===== config.mk =====
export PLATFORM = sky130hd
export DESIGN_NAME = key_clk_cond
export DESIGN_NICKNAME = d
export VERILOG_FILES = /design/src/rtl/key_clk_cond.sv
export SDC_FILE = /design/constraint.sdc
export NUM_CORES = 1
export LEC_CHECK = 0
export CELL_PAD_IN_SITES_DETAIL_PLACEMENT = 2
export CELL_PAD_IN_SITES_GLOBAL_PLACEMENT = 2
export CORE_ASPECT_RATIO = 1.75
export CORE_UTILIZATION = 44
export CTS_CLUSTER_SIZE = 40
export DETAILED_ROUTE_END_ITERATION = 8
export HOLD_SLACK_MARGIN = 0.02
export PLACE_DENSITY_LB_ADDON = 0.12
export SKIP_CTS_REPAIR_TIMING = 1
export SYNTH_ARGS = -nofsm -noshare
export SYNTH_HDL_FRONTEND = slang
export SYNTH_SLANG_ARGS = --single-unit

===== constraint.sdc =====
create_clock -name clk100khz -period 3.3 [get_ports clk100khz]
set_clock_uncertainty 0.1 [all_clocks]
set_input_delay 0.66 -clock clk100khz [delete_from_list [all_inputs] [get_ports clk100khz]]
set_output_delay 0.66 -clock clk100khz [all_outputs]
set_load 0.01 [all_outputs]

===== src/rtl/key_clk_cond.sv =====
// Key conditioning front end: 2-FF synchronisers, per-key debounce, count-key strobe,
// direction toggle flag and two 50%-duty clock dividers, all on clk100khz.
module key_clk_cond #(
  parameter int DB_TICKS = 2000,
  parameter int DIV_10HZ = 10000,
  parameter int DIV_1HZ  = 100000
) (
  input  logic clk100khz,
  input  logic rst,
  input  logic key_cnt_n,
  input  logic key_dir_n,
  output logic clk10hz,
  output logic clk1hz,
  output logic key_db_n,
  output logic key_pulse,
  output logic flag
);

  localparam int DB_W = (DB_TICKS > 1) ? $clog2(DB_TICKS) : 1;

  genvar gi;

  // Index 0 is the count key, index 1 the direction key.
  logic [1:0] raw_keys;
  logic [1:0] st_vec;
  logic [1:0] fall_vec;
  logic [1:0] div_vec;

  assign raw_keys = {key_dir_n, key_cnt_n};

  generate
    for (gi = 0; gi < 2; gi++) begin : g_key
      logic            s1_q;
      logic            s2_q;
      logic            st_q;
      logic            st_d;
      logic [DB_W-1:0] dc_q;
      logic [DB_W-1:0] dc_d;

      // Any sample agreeing with the stable level restarts the count.
      always_comb begin
        dc_d = '0;
        st_d = st_q;
        if (s2_q != st_q) begin
          if (dc_q == DB_W'(DB_TICKS - 1)) begin
            st_d = s2_q;
          end else begin
            dc_d = dc_q + DB_W'(1);
          end
        end
      end

      always_ff @(posedge clk100khz or negedge rst) begin
        if (!rst) begin
          s1_q <= 1'b1;
          s2_q <= 1'b1;
          st_q <= 1'b1;
          dc_q <= '0;
        end else begin
          s1_q <= raw_keys[gi];
          s2_q <= s1_q;
          st_q <= st_d;
          dc_q <= dc_d;
        end
      end

      assign st_vec[gi]   = st_q;
      assign fall_vec[gi] = st_q & ~st_d;
    end

    for (gi = 0; gi < 2; gi++) begin : g_div
      localparam int DIV = (gi == 0) ? DIV_10HZ : DIV_1HZ;
      localparam int CW  = $clog2(DIV);

      logic [CW-1:0] cnt_q;
      logic [CW-1:0] cnt_d;
      logic          out_q;
      logic          out_d;

      // Toggling at the half-period and wrap points gives an exact 50% duty cycle.
      always_comb begin
        cnt_d = (cnt_q == CW'(DIV - 1)) ? '0 : cnt_q + CW'(1);
        out_d = out_q ^ ((cnt_q == CW'(DIV / 2 - 1)) || (cnt_q == CW'(DIV - 1)));
      end

      always_ff @(posedge clk100khz or negedge rst) begin
        if (!rst) begin
          cnt_q <= '0;
          out_q <= 1'b0;
        end else begin
          cnt_q <= cnt_d;
          out_q <= out_d;
        end
      end

      assign div_vec[gi] = out_q;
    end
  endgenerate

  logic key_pulse_q;
  logic key_pulse_d;
  logic flag_q;
  logic flag_d;

  // Only the press (1->0 acceptance) matters; releases are ignored.
  always_comb begin
    key_pulse_d = fall_vec[0];
    flag_d      = flag_q ^ fall_vec[1];
  end

  always_ff @(posedge clk100khz or negedge rst) begin
    if (!rst) begin
      key_pulse_q <= 1'b0;
      flag_q      <= 1'b1;
    end else begin
      key_pulse_q <= key_pulse_d;
      flag_q      <= flag_d;
    end
  end

  assign clk10hz   = div_vec[0];
  assign clk1hz    = div_vec[1];
  assign key_db_n  = st_vec[0];
  assign key_pulse = key_pulse_q;
  assign flag      = flag_q;

endmodule


==> impl_metrics.csv, run 1 <==
group,metric,value,unit
detailed_routing,num_vias,1991,
place,place_hpwl,4450,um
clocking,h-tree-depth,3,
grt,antenna_found_initial,0,
critical_path,cp_slowest_cell,"dfstp_2",
synth,syn_inst,262,
synth,synth_ff_type,"dfrtp_1",
final_layout,diodes,0,
grt,grt-ovfl-total,0,
pwr,leakagePower,1.36,nW
detailed_routing,route.detailed.drc,0,
die,coreArea,6280,um^2
clocking,cts_sinks,63,
final_layout,area_delta_synth_final,12.6,%
timing,min_period,2.21,ns
critical_path,worst_setup_path_end_kind,"primary output",
place,dpl_cell_area,3040,um^2
synth,yosysTopAreaCell,"dfrtp_1",
critical_path,path_delay_family,"flip-flops",
die,die_y,109,um
critical_path,path_max_fanout,4,
timing,hold_viol,0,
critical_path,cp-start-kind,"register",
clocking,cts-root-buf,"clkbuf_8",
clocking,clk_pin_slew_worst_paths,0.07,ns
die,io_pins,9,
critical_path,cp.required,2.54,ns
synth,syn_area,2880,um^2
die,start_util,46.0,%
flow_run,max_cap_viol_count,0,
pwr,p_total,1.52,mW
synth,avgSynthCellArea,11.0,um^2
synth,synth_seq_cells,63,
timing,period_share,66.9,%
grt,first_global_vias,2337,
critical_path,critPathMaxStageDelay,0.56,ns
timing,rsz0062_at_grt,"no",
synth,yosysMostFrequentCell,"dfrtp_1",
die,rows,38,
grt,grt_pass1_wl,11400,um
place,port_buffers,8,
critical_path,path_cells,"clkdlybuf4s50_1",
synth,synth_top_cell_area_share,48.6,%
clocking,cts_tree,"built",
synth,synth_edf_count,0,
synth,yosys-top-cells-area,"dfrtp_1 (49%), xor2_1 (7.6%), xnor2_1 (7.0%)",
clocking,worstSkewPairLatency,0.35,ns
synth,synthTopCellsByCount,"dfrtp_1 (56), nor2_1 (38), xor2_1 (25)",
timing,worstMarginPinSlew,0.528,ns
pwr,peakVddDrop,0.000352,V
critical_path,crit_arrival,1.45,ns
critical_path,crit_type,"register to primary output",
synth,yosysWarningCount,0,
timing,worst_slack,1.09,ns
detailed_routing,drt_iter0_markers,84,
status,outcome,"complete, no violations",
detailed_routing,routed_wl,6460,um
synth,async_flop_share,100,%
synth,syn_nets,271,
grt,grt_usage,22.4,%
timing,finalSetupViolations,0,
die,die-area,6900,um^2
critical_path,path_buf_inv,1,
grt,grt_max_degree,43,
timing,whs,0.169,ns
detailed_routing,routedWlPerCell,17.8,um
min_path,min_path_type,"primary input to asynchronous set/reset pin",
timing,maxSlewHeadroom,64.8,%
final_layout,fin_area,3250,um^2
synth,synth_seq_area_share,55.0,%
clocking,clk_path_buf_depth,2,
place,gp_congestion,0.768,
detailed_routing,first_pass_iters,4,
place,preCtsSetupSlack,1.14,ns
timing,slew_viol_final,0,
synth,ys_types,37,
clocking,numCtsBuffers,9,
final_layout,final_layout_size_suffix_gt1_share,11.3,%
timing,fmax,0.453,GHz
detailed_routing,viasPerCell,5.50,
pwr,p_per_area,469,nW/um^2
final_layout,fin_nets,286,
timing,fin_tns_setup,0,ns
die,die_x,63.2,um
detailed_routing,ant_nets,0,
-- metrics by stage --
stage                     util [%]  cells
after global placement        48.4    346
after CTS                     51.7    362
after detailed placement      48.4    346
after global routing          51.7    362
final                         51.7    362
after floorplan                  -    262
-- final timing paths --
| kind | depth (start not counted) | startpoint | to | slack (ns) |
|---|---|---|---|---|
| max in group asynchronous | 2 | rst | flag$_DFF_PN1_ | 2.00 |
| min in group clk100khz | 0 | g_key[1].s1_q$_DFF_PN1_ | g_key[1].s2_q$_DFF_PN1_ | 0.26 |
| hold / removal | 1 | rst | g_key[0].dc_q[7]$_DFF_PN0_ | 0.17 |
| setup / recovery | 1 | key_db_n$_DFF_PN1_ | key_db_n | 1.09 |
| hold reg to reg | 0 | g_key[1].s1_q$_DFF_PN1_ | g_key[1].s2_q$_DFF_PN1_ | 0.26 |
| setup reg to reg | 5 | g_key[1].dc_q[0]$_DFF_PN0_ | g_key[1].dc_q[8]$_DFF_PN0_ | 1.18 |
-- cell usage in the layout, fill, tap and decap left out, drive strengths merged, types with 3 or more instances in the layout --
| master | count |
|---|---|
| dfrtp | 56 |
| nor2 | 38 |
| xor2 | 25 |
| xnor2 | 23 |
| nand3 | 17 |
| nand2 | 17 |
| nand4 | 15 |
| clkbuf | 11 |
| and4 | 7 |
| dfstp | 7 |
| clkdlybuf4s50 | 7 |
| nor4 | 6 |
| nor3 | 6 |
| nand2b | 5 |
| ha | 5 |
| nor2b | 4 |
| nor4bb | 3 |
| nand3b | 3 |
| and3 | 3 |
| clkinv | 3 |
-- layer usage --
layer,track usage (%),wire [um],up-vias
li1,-,-,937
met3,6.69,171,16
met4,10.6,175,0
met1,24.7,2690,1015
met2,38.9,3420,23
met5,0,0,-
-- cell families after synthesis --
group                      count (synthesis)  synth area share [%]
buffers and inverters                      7                  1.21
xor gates and xnor gates                  48                  14.6
adders and majority gates                  5                  2.17
and+or+nand+nor                          132                  25.0
muxes                                      2                 0.911
AOI/OAI and AO/OA                          5                  1.13
DFF                                       63                  55.0
-- area by class of cell --
type,instances,area (um^2)
Timing Repair Buffer,9,82.6
Multi-Input combinational cell,192,1260
Inverter,2,7.51
Fill cell,661,3030
Sequential cell,63,1590
Tap cell,80,100
Clock buffer,11,151
Clock inverter,5,56.3
-- state kept, by name, summed over array words and instances, names as in the netlist --
register and flops:
clk10hz 1, key_pulse 1, key_db_n 1, g_div.cnt_q 31
clk1hz 1, g_key.s2_q 2, g_key.st_q 1, g_key.s1_q 2
flag 1, g_key.dc_q 22
-- power breakdown --
group	leakage, nW	switching, mW	total, mW	internal [mW]
clock network	0.105	0.309	0.697	0.388
logic	0.435	0.0257	0.0358	0.0101
registers	0.822	0.00846	0.791	0.783
No activity file was read; power rests on OpenSTA's default activity.
==> inputs of run 2 (changes only) <==
CORE_UTILIZATION = 37   (was 44)
clock period = 1.91 ns   (was 3.3 ns; I/O delays follow)
==> run 2 against run 1 <==
- cell count grew 5.5%
- critical endpoint is now key_db_n$_DFF_PN1_
- flip-flop and latch count unchanged
- clock power increased by 120%
- critical path type is now register to register
- routed wire length is 10% higher
- sequential share of layout area down 3.2 points
==> impl_metrics.csv, run 2 (synthesis results as in run 1) <==
group,metric,value,unit
die,start_util,38.1,%
critical_path,ff2ff_path_depth,4,
critical_path,crit_type,"register to register",
pwr,combPwrFrac,2.6,%
pwr,seqPwrFrac,46.3,%
clocking,cts-root-buf,"clkbuf_16",
pwr,power_frac_clock,51.1,%
final_layout,diodes,0,
place,port_buffers,8,
pwr,internal-power,2.33,mW
grt,grt-ovfl-total,0,
clocking,clk_path_buf_depth,2,
timing,period_share,95.2,%
place,dpl_cell_area,3150,um^2
pwr,switchingPower,0.622,mW
final_layout,layout_commonest_cell,"dfrtp_1",
die,coreArea,7570,um^2
detailed_routing,ant_nets,0,
final_layout,fin_nets,298,
grt,first_global_vias,2403,
critical_path,cp.required,2.07,ns
detailed_routing,viasPerCell,5.33,
detailed_routing,routedWlPerCell,18.6,um
timing,finalSetupViolations,0,
min_path,hold_end,"g_key[1].s2_q$_DFF_PN1_",
clocking,h-tree-depth,3,
grt,grt_max_degree,36,
timing,fin_tns_setup,0,ns
clocking,cts_tree,"built",
die,io_pins,9,
clocking,cts_sinks,63,
critical_path,worst_setup_path_end_kind,"register",
clocking,worstSkewPairLatency,0.33,ns
timing,worstMarginPinSlew,0.450,ns
grt,grt_usage,20.3,%
final_layout,layout_common_cells,"dfrtp_1 (56), nor2_1 (38), xor2_1 (25), xnor2_1 (23)",
final_layout,area_delta_synth_final,20.3,%
critical_path,rr_endpoint,"key_db_n$_DFF_PN1_",
timing,min_period,1.82,ns
timing,fmax,0.550,GHz
place,gp_congestion,0.788,
grt,antenna_found_initial,0,
pwr,sw_frac_of_total,21.0,%
clocking,clk_pin_slew_worst_paths,0.05,ns
min_path,min_path_type,"register to register",
grt,grt_pass1_wl,11800,um
critical_path,r2r_setup_slack,0.09,ns
min_path,holdPathStages,0,
final_layout,reg_top3,"g_div.cnt_q x31, g_key.dc_q x22",
critical_path,rr_startpoint,"g_key[0].dc_q[0]$_DFF_PN0_",
final_layout,largest_register_ff_count,31,
timing,whs,0.261,ns
detailed_routing,drt_iter0_markers,82,
status,outcome,"complete, no violations",
critical_path,cp-start-kind,"register",
timing,hold_viol,0,
flow_run,max_cap_viol_count,0,
die,die-area,8170,um^2
pwr,peakVddDrop,0.000672,V
final_layout,nFillCells,820,
detailed_routing,routed_wl,7100,um
die,die_x,68.7,um
die,rows,42,
detailed_routing,first_pass_iters,4,
critical_path,crit_arrival,1.98,ns
timing,maxSlewHeadroom,69.7,%
critical_path,path_max_fanout,5,
final_layout,largest_register,"g_div.cnt_q",
die,die_y,119,um
min_path,hp-start,"g_key[1].s1_q$_DFF_PN1_",
timing,slew_viol_final,0,
clocking,numCtsBuffers,9,
pwr,p_per_area,851,nW/um^2
detailed_routing,num_vias,2035,
final_layout,fin_area,3470,um^2
detailed_routing,route.detailed.drc,0,
place,place_hpwl,4910,um
pwr,leakagePower,1.50,nW
final_layout,final_layout_size_suffix_gt1_share,14.3,%
run 2: cell types whose count changed in the layout (fill, tap and decap cells not counted), moves of 2 or more:
cell and change:
clkdlybuf4s50_1 -2, buf_12 +3, clkbuf_8 -9, clkbuf_16 +9, buf_4 +8, dlymetal6s2s_1 +2, clkbuf_1 +4
run 2: routing by layer:
layer	share of wire (%)	vias up	wire length, um	GRT usage, %
met5	0	-	0	0
met4	2.8	0	197	11.4
met3	1.7	15	124	3.67
met2	57	21	4070	36.2
met1	38	1037	2710	21.1
li1	-	962	-	-
run 2: how the worst max path moves through the flow:
stage / start / end
after floorplan: g_key[0].dc_q[0]$_DFF_PN0_ / key_db_n$_DFF_PN1_
after global placement: g_div[0].cnt_q[1]$_DFF_PN0_ / g_div[0].cnt_q[9]$_DFF_PN0_
after detailed placement: g_div[0].cnt_q[1]$_DFF_PN0_ / g_div[0].cnt_q[9]$_DFF_PN0_
after CTS: key_db_n$_DFF_PN1_ / key_db_n
after global routing: g_div[1].cnt_q[0]$_DFF_PN0_ / g_div[1].cnt_q[10]$_DFF_PN0_
final: g_key[0].dc_q[0]$_DFF_PN0_ / key_db_n$_DFF_PN1_
run 2: stage by stage:
| stage | util, % | power (mW) | setup slack [ns] | instances |
|---|---|---|---|---|
| 2_1_floorplan | - | 1.41 | 0.229 | 262 |
| 4_1_cts | 45.3 | 3.00 | -0.0183 | 379 |
| 3_5_place_dp | 41.7 | 1.47 | 0.0330 | 363 |
| 5_1_grt | 45.9 | 3.06 | -0.0185 | 382 |
| 6_report | 45.9 | 2.95 | 0.0922 | 382 |
| 3_3_place_gp | 41.7 | 1.46 | 0.138 | 363 |
run 2: layout make-up:
cell class,instances,area [um^2],share of cell area (%)
sequential,63,1590,45.7
multi-input combinational,192,1280,36.8
clock buffer,15,268,7.71
timing repair buffer,21,218,6.27
tap,88,110,3.17
inverter,2,7.51,0.216
clock inverter,1,5.00,0.144
run 2: critical path, cell delays in order, from the launching register on:
cell	delay [ns]
dfrtp_1	0.39
ha_1	0.28
nand3_4	0.12
or4_4	0.54
mux2_4	0.32
run 2: power groups by stage:
stage          logic, mW  registers [mW]  clock network, mW
6_report          0.0768            1.37               1.51
5_1_grt           0.0899            1.37               1.60
4_1_cts           0.0788            1.37               1.55
3_5_place_dp      0.0777            1.39                  0
3_3_place_gp      0.0760            1.39                  0
2_1_floorplan     0.0243            1.39                  0
